$ cat src/rtl/signed_divider_pkg.sv
// Shared widths, iteration count and FSM state encoding for the signed divider.
// Latency: none (declarations only).
// Backpressure: none.
package signed_divider_pkg;

    localparam int DIVIDEND_W = 8;
    localparam int DIVISOR_W  = 4;
    localparam int ITER_CNT   = 8;
    localparam int CNT_W      = $clog2(ITER_CNT);

    typedef enum logic [1:0] {
        IDLE,
        CALC,
        FIX,
        DONE
    } state_t;

endpackage

$ cat src/rtl/signed_divider_mag_conv.sv
// Two's-complement conditional negation; with neg tied to the sign bit it yields |din|.
// Latency: combinational.
// Backpressure: none.
module mag_conv #(
    parameter int W = 8
) (
    input  logic [W-1:0] din,
    input  logic         neg,
    output logic [W-1:0] dout
);

    // Invert-and-increment when negation is requested, otherwise pass through.
    // The most negative value maps to itself, which reads correctly as an unsigned magnitude.
    always_comb begin
        dout = din;
        if (neg) begin
            dout = ~din + W'(1);
        end
    end

endmodule

$ cat src/rtl/signed_divider.sv
// Signed 8/4 restoring divider: quotient truncates toward zero, remainder takes dividend sign.
// Latency: start accepted at edge N, busy N+1..N+9, done from N+10 (one step per cycle).
// Backpressure: start is ignored while busy; results hold in DONE until the next accepted start.
// Optional DIV_ERR_EN build adds dz (divide by zero) and ovf (-128 / -1) flags valid with done.
module signed_divider
    import signed_divider_pkg::*;
(
    input  logic                  clk,
    input  logic                  rst,
    input  logic                  start,
    input  logic [DIVIDEND_W-1:0] dividend,
    input  logic [DIVISOR_W-1:0]  divisor,
    output logic                  busy,
    output logic                  done,
    output logic [DIVIDEND_W-1:0] quotient,
    output logic [DIVISOR_W-1:0]  remainder
`ifdef DIV_ERR_EN
    ,
    output logic                  dz,
    output logic                  ovf
`endif
);

    state_t                state_q;
    state_t                state_d;
    logic                  accept;

    logic [CNT_W-1:0]      cnt;
    logic [DIVIDEND_W-1:0] dvd_reg;
    logic [DIVISOR_W-1:0]  dvs_reg;
    logic [DIVISOR_W-1:0]  dvs_mag;
    logic                  res_sign;
    // qr starts as the dividend magnitude; quotient bits shift in from the bottom.
    logic [DIVIDEND_W-1:0] qr;
    logic [DIVISOR_W:0]    prem;

    logic [DIVIDEND_W-1:0] dvd_abs;
    logic [DIVISOR_W-1:0]  dvs_abs;
    logic [DIVIDEND_W-1:0] quo_signed;
    logic [DIVISOR_W-1:0]  rem_signed;

    logic [DIVISOR_W:0]    trial;
    logic [DIVISOR_W:0]    diff;
    logic                  ge;
    logic [DIVISOR_W:0]    prem_nxt;
    logic                  dz_case;
    logic                  ovf_case;
    // Stored remainder stays below the divisor magnitude, so its top bit never feeds the next trial.
    logic                  unused_prem_msb;

    assign unused_prem_msb = prem[DIVISOR_W];

    mag_conv #(.W(DIVIDEND_W)) u_dvd_abs (
        .din  (dividend),
        .neg  (dividend[DIVIDEND_W-1]),
        .dout (dvd_abs)
    );

    mag_conv #(.W(DIVISOR_W)) u_dvs_abs (
        .din  (divisor),
        .neg  (divisor[DIVISOR_W-1]),
        .dout (dvs_abs)
    );

    mag_conv #(.W(DIVIDEND_W)) u_quo_fix (
        .din  (qr),
        .neg  (res_sign),
        .dout (quo_signed)
    );

    mag_conv #(.W(DIVISOR_W)) u_rem_fix (
        .din  (prem[DIVISOR_W-1:0]),
        .neg  (dvd_reg[DIVIDEND_W-1]),
        .dout (rem_signed)
    );

    assign busy = (state_q == CALC) || (state_q == FIX);
    assign done = (state_q == DONE);

    // Special operand cases, decided from the latched operands so later input changes cannot leak in.
    assign dz_case  = (dvs_reg == '0);
    assign ovf_case = (dvd_reg == {1'b1, {(DIVIDEND_W-1){1'b0}}}) && (dvs_reg == '1);

    // One restoring step: shift the next dividend bit into the remainder, subtract if it fits.
    always_comb begin
        trial    = {prem[DIVISOR_W-1:0], qr[DIVIDEND_W-1]};
        ge       = (trial >= {1'b0, dvs_mag});
        diff     = trial - {1'b0, dvs_mag};
        prem_nxt = trial;
        if (ge) begin
            prem_nxt = diff;
        end
    end

    // State register.
    always_ff @(posedge clk) begin
        if (rst) begin
            state_q <= IDLE;
        end else begin
            state_q <= state_d;
        end
    end

    // Next-state and start acceptance; start only counts in IDLE or DONE.
    always_comb begin
        state_d = state_q;
        accept  = 1'b0;
        case (state_q)
            IDLE: begin
                if (start) begin
                    accept  = 1'b1;
                    state_d = CALC;
                end
            end
            CALC: begin
                if (cnt == CNT_W'(ITER_CNT - 1)) begin
                    state_d = FIX;
                end
            end
            FIX: begin
                state_d = DONE;
            end
            DONE: begin
                if (start) begin
                    accept  = 1'b1;
                    state_d = CALC;
                end
            end
            default: begin
                state_d = IDLE;
            end
        endcase
    end

    // Datapath: latch on acceptance, iterate in CALC, sign-correct into the outputs in FIX.
    always_ff @(posedge clk) begin
        if (rst) begin
            cnt       <= '0;
            dvd_reg   <= '0;
            dvs_reg   <= '0;
            dvs_mag   <= '0;
            res_sign  <= 1'b0;
            qr        <= '0;
            prem      <= '0;
            quotient  <= '0;
            remainder <= '0;
        end else if (accept) begin
            cnt       <= '0;
            dvd_reg   <= dividend;
            dvs_reg   <= divisor;
            dvs_mag   <= dvs_abs;
            res_sign  <= dividend[DIVIDEND_W-1] ^ divisor[DIVISOR_W-1];
            qr        <= dvd_abs;
            prem      <= '0;
            quotient  <= '0;
            remainder <= '0;
        end else if (state_q == CALC) begin
            cnt  <= cnt + CNT_W'(1);
            prem <= prem_nxt;
            qr   <= {qr[DIVIDEND_W-2:0], ge};
        end else if (state_q == FIX) begin
            // Divide by zero yields zero; -128/-1 wraps to the most negative quotient.
            if (dz_case) begin
                quotient  <= '0;
                remainder <= '0;
            end else if (ovf_case) begin
                quotient  <= {1'b1, {(DIVIDEND_W-1){1'b0}}};
                remainder <= '0;
            end else begin
                quotient  <= quo_signed;
                remainder <= rem_signed;
            end
        end
    end

`ifdef DIV_ERR_EN
    // Error flags: cleared on acceptance, published alongside the result in FIX.
    always_ff @(posedge clk) begin
        if (rst) begin
            dz  <= 1'b0;
            ovf <= 1'b0;
        end else if (accept) begin
            dz  <= 1'b0;
            ovf <= 1'b0;
        end else if (state_q == FIX) begin
            dz  <= dz_case;
            ovf <= ovf_case;
        end
    end
`endif

endmodule

$ cat config.mk
export PLATFORM = sky130hd
export DESIGN_NAME = signed_divider
export DESIGN_NICKNAME = d
export VERILOG_FILES = /design/src/rtl/signed_divider_pkg.sv /design/src/rtl/signed_divider_mag_conv.sv /design/src/rtl/signed_divider.sv
export SDC_FILE = /design/constraint.sdc
export NUM_CORES = 1
export LEC_CHECK = 0
export CORE_ASPECT_RATIO = 1.2
export CORE_MARGIN = 2
export CORE_UTILIZATION = 45
export CTS_CLUSTER_DIAMETER = 100
export DETAILED_ROUTE_END_ITERATION = 16
export HOLD_SLACK_MARGIN = 0.15
export PLACE_DENSITY = 0.68
export SLEW_MARGIN = 40
export SYNTH_ARGS = -nofsm -noshare
export SYNTH_HDL_FRONTEND = slang
export SYNTH_SLANG_ARGS = --single-unit
$ cat constraint.sdc
create_clock -name clk -period 1.7 [get_ports clk]
set_clock_uncertainty 0.1 [all_clocks]
set_input_delay 0.255 -clock clk [delete_from_list [all_inputs] [get_ports clk]]
set_output_delay 0.255 -clock clk [all_outputs]
set_load 0.05 [all_outputs]
==> impl_results.md <==
* Final Util at 64.63%
* Top cell type's share of synthesized area at 37.66%
* Post-Synth XOR/XNOR Area at 6.224%
* Skew-Pair Late Insertion Delay at 0.30 ns
* GPL Wtd Cong at 0.8286
* Pint at 3.302 mW
* Synth Area in Adders at 8.159%
* Leak at 1.390 nW
* Sw Pwr at 2.407 mW
* Post-synthesis register bit count at 45
* Post-synth EDFFs at 0
* Via Count at 2256
* Ratio of cells with drive above 1 in the final layout at 31.58%
* Register area share after synthesis at 37.66%
* Die width at 70.56 um
* Ys async rst share at 0%
* Antenna Violating Nets Remaining at 0
* Area Growth Syn to Fin at 41.16%
* Power share of the clock group at 11.6%
* Worst EP arrival at 1.79 ns
* Critical Path Slowest Stage Cell: dfxtp_2
* Area leader, netlist: dfxtp_1
* Total GRT Usage at 19.15%
* Final Hold Vio Count at 0
* GRT overflow at 0
* DRC errors left at 0
* Worst Tran Pin Value at 0.3808 ns
* Combinational share of power at 62.2%
* Antenna violations before repair at 0
* Number of port buffers at 28
* FILL cells at 465
* CP Max Fanout at 4
* Largest family of logic cells by synthesized area: compound AO/OA/AOI/OAI gates
* Post-synthesis mux area share at 3.766%
* Max Cap Viol at 0
* Fmax at 0.5977 GHz
* Cells after Synth at 286
* Clock Tree Root: clkbuf_8
* CP Launch Type: flop
* Pwr Total at 5.710 mW
* Final WS setup at 0.02682 ns
* Site Rows at 29
* Cts bufs inserted at 5
* Synth Warn # at 0
* WHS at 0.2843 ns
* Final setup violation count at 0
* Post-Syn Nets at 316
* DRT Pass-1 Iters at 4
* Synth Flop Type: dfxtp_1
* Period utilisation layout at 98.42%
* Final Cell Area at 3377 um2
* Synth unique cells at 44
* # IOs at 29
* Post-synthesis cell area at 2392 um2
* Hpwl dp at 4288 um
* Compound-Gate Fraction of Synth Area at 20.45%
* Minimum clock period at 1.673 ns
* Slew HR at 74.28%
* Post-Route WL at 5784 um
* Max VDD drop at 0.0007923 V
* Post-DP Area at 3092 um2
* Non-filler cells, final at 423
* Clock sink count at 45
* Wirelength per Cell at 13.67 um
* Number of H-tree levels at 2
* First-iteration detailed-routing DRC count at 71
* Switching part of the total at 42.16%
* Status: finished, final reports clean
* Max-slew violations at 0
* Simple-Gate Fraction of Synth Area at 17.83%
* Pin count of the biggest net entering global routing at 23
* Seq pwr share at 26.2%
* Final setup TNS at 0 ns
* Die height at 83.87 um
* Final net count at 390
* Initial Util at 45.79%
* First-pass GRT wire length at 9170 um
* Cells along the critical path: inv_1 > ha_4 > nand3_2 > nor3_4 > buf_4 > o21ai_0 > a21oi_1
* CTS tree: built
* Worst Path Required at 1.82 ns
* P per Cell Area at 1691 nW/um2
* DP Cell Count at 414
* Vias in the first global route at 2080
* WS Path Type: flop to flop
* N_diodes at 0
* Vias/cell at 5.333
* Hold Crit Class: primary input to flop
* CP peak stage delay at 0.33 ns
* Area contributors post-synth: dfxtp_1, ha_1, nand2_1
* Pre-CTS setup slack at -0.4644 ns
* Area of the core at 5225 um2
* Crit end category: flop
* Reg clk slew, reported paths at 0.08 ns
* Longest Clk Path Bufs at 2
* Syn_area_per_cell at 8.365 um2
* Die Area at 5918 um2
## per-layer routing
metal	up-vias	track usage, %	share of wire [%]
met2	55	32.59	48
met1	1046	23.38	45
met4	0	7.033	2.4
met5	-	0	0
li1	1138	-	-
met3	17	4.469	4.8
## kinds of logic after synthesis
group / Yosys count
AO/OA/AOI/OAI: 73
XOR/XNOR: 17
adder cells (fa/ha/maj): 15
buffers and inverters: 37
flip-flops: 45
multiplexers: 9
AND/OR/NAND/NOR: 90
## final cells by class
cell class	instances	area [um2]	share of cell area, %
multi-input cells	204	1528	45.24
repair buffers	81	685.7	20.30
inverters	23	88.84	2.631
flip-flops and latches	45	909.6	26.94
clock buffers	6	72.57	2.149
clock inverters	2	15.01	0.4446
well taps	62	77.57	2.297
## layout by cell type (no fill, tap or decap), types with 3 or more instances in the layout
cell	instances
o41ai_1	3
ha_1	7
nor2b_1	6
nor3_1	3
a211oi_1	12
xnor2_1	9
ha_4	5
a21oi_2	3
a21oi_1	18
buf_4	63
inv_1	20
xor2_1	8
clkdlybuf4s50_1	12
nor2_1	15
dfxtp_1	38
dfxtp_2	7
nand2_1	43
o21ai_1	9
o21ai_0	7
mux2i_1	9
clkbuf_8	5
buf_12	3
o31ai_1	4
## cell usage after synthesis (3+ instances only)
cell      number
dfxtp_1       45
nand2_1       44
inv_1         23
a21oi_1       21
nor2_1        17
a211oi_1      14
ha_1          14
clkbuf_1      10
o21ai_1       10
mux2i_1        9
xnor2_1        9
xor2_1         8
nor2b_1        7
o21ai_0        7
o31ai_1        5
nor3_1         4
o41ai_1        3
## worst max-delay path: cells and delay by family (launching register included)
kind	cells	cell delay, ns
fa+ha+maj	1	0.29
compound gates	2	0.29
buf+inv	2	0.22
simple gates	2	0.37
flops	1	0.33
## power by group through the flow
stage	Combinational (mW)	Clock, mW	Sequential, mW
5_1_grt	3.84	0.709	1.52
3_3_place_gp	3.00	0	1.48
3_5_place_dp	3.07	0	1.49
2_1_floorplan	1.77	0	1.55
4_1_cts	3.20	0.668	1.47
6_report	3.55	0.660	1.50
## timing repair
action / 4_1_cts / 5_1_grt
gates resized for setup: 14 / 30
pin swaps: 4 / 11
hold buffers: 0 / 0
setup endpoints to repair: 15 / 17
buffers inserted: 0 / 1
## final timing paths
kind	from	end	slack (ns)	cells past startpoint
min	dividend[1]	dvd_reg[1]$_SDFFE_PP0P_	0.28	4
min reg2reg	remainder[0]$_SDFFE_PP0P_	remainder[0]$_SDFFE_PP0P_	0.35	2
max	dvs_mag[2]$_SDFFE_PP0P_	prem[1]$_SDFFE_PP0P_	0.03	7
max reg2reg	dvs_mag[2]$_SDFFE_PP0P_	prem[1]$_SDFFE_PP0P_	0.03	7
(Power assumes the default switching activity.)
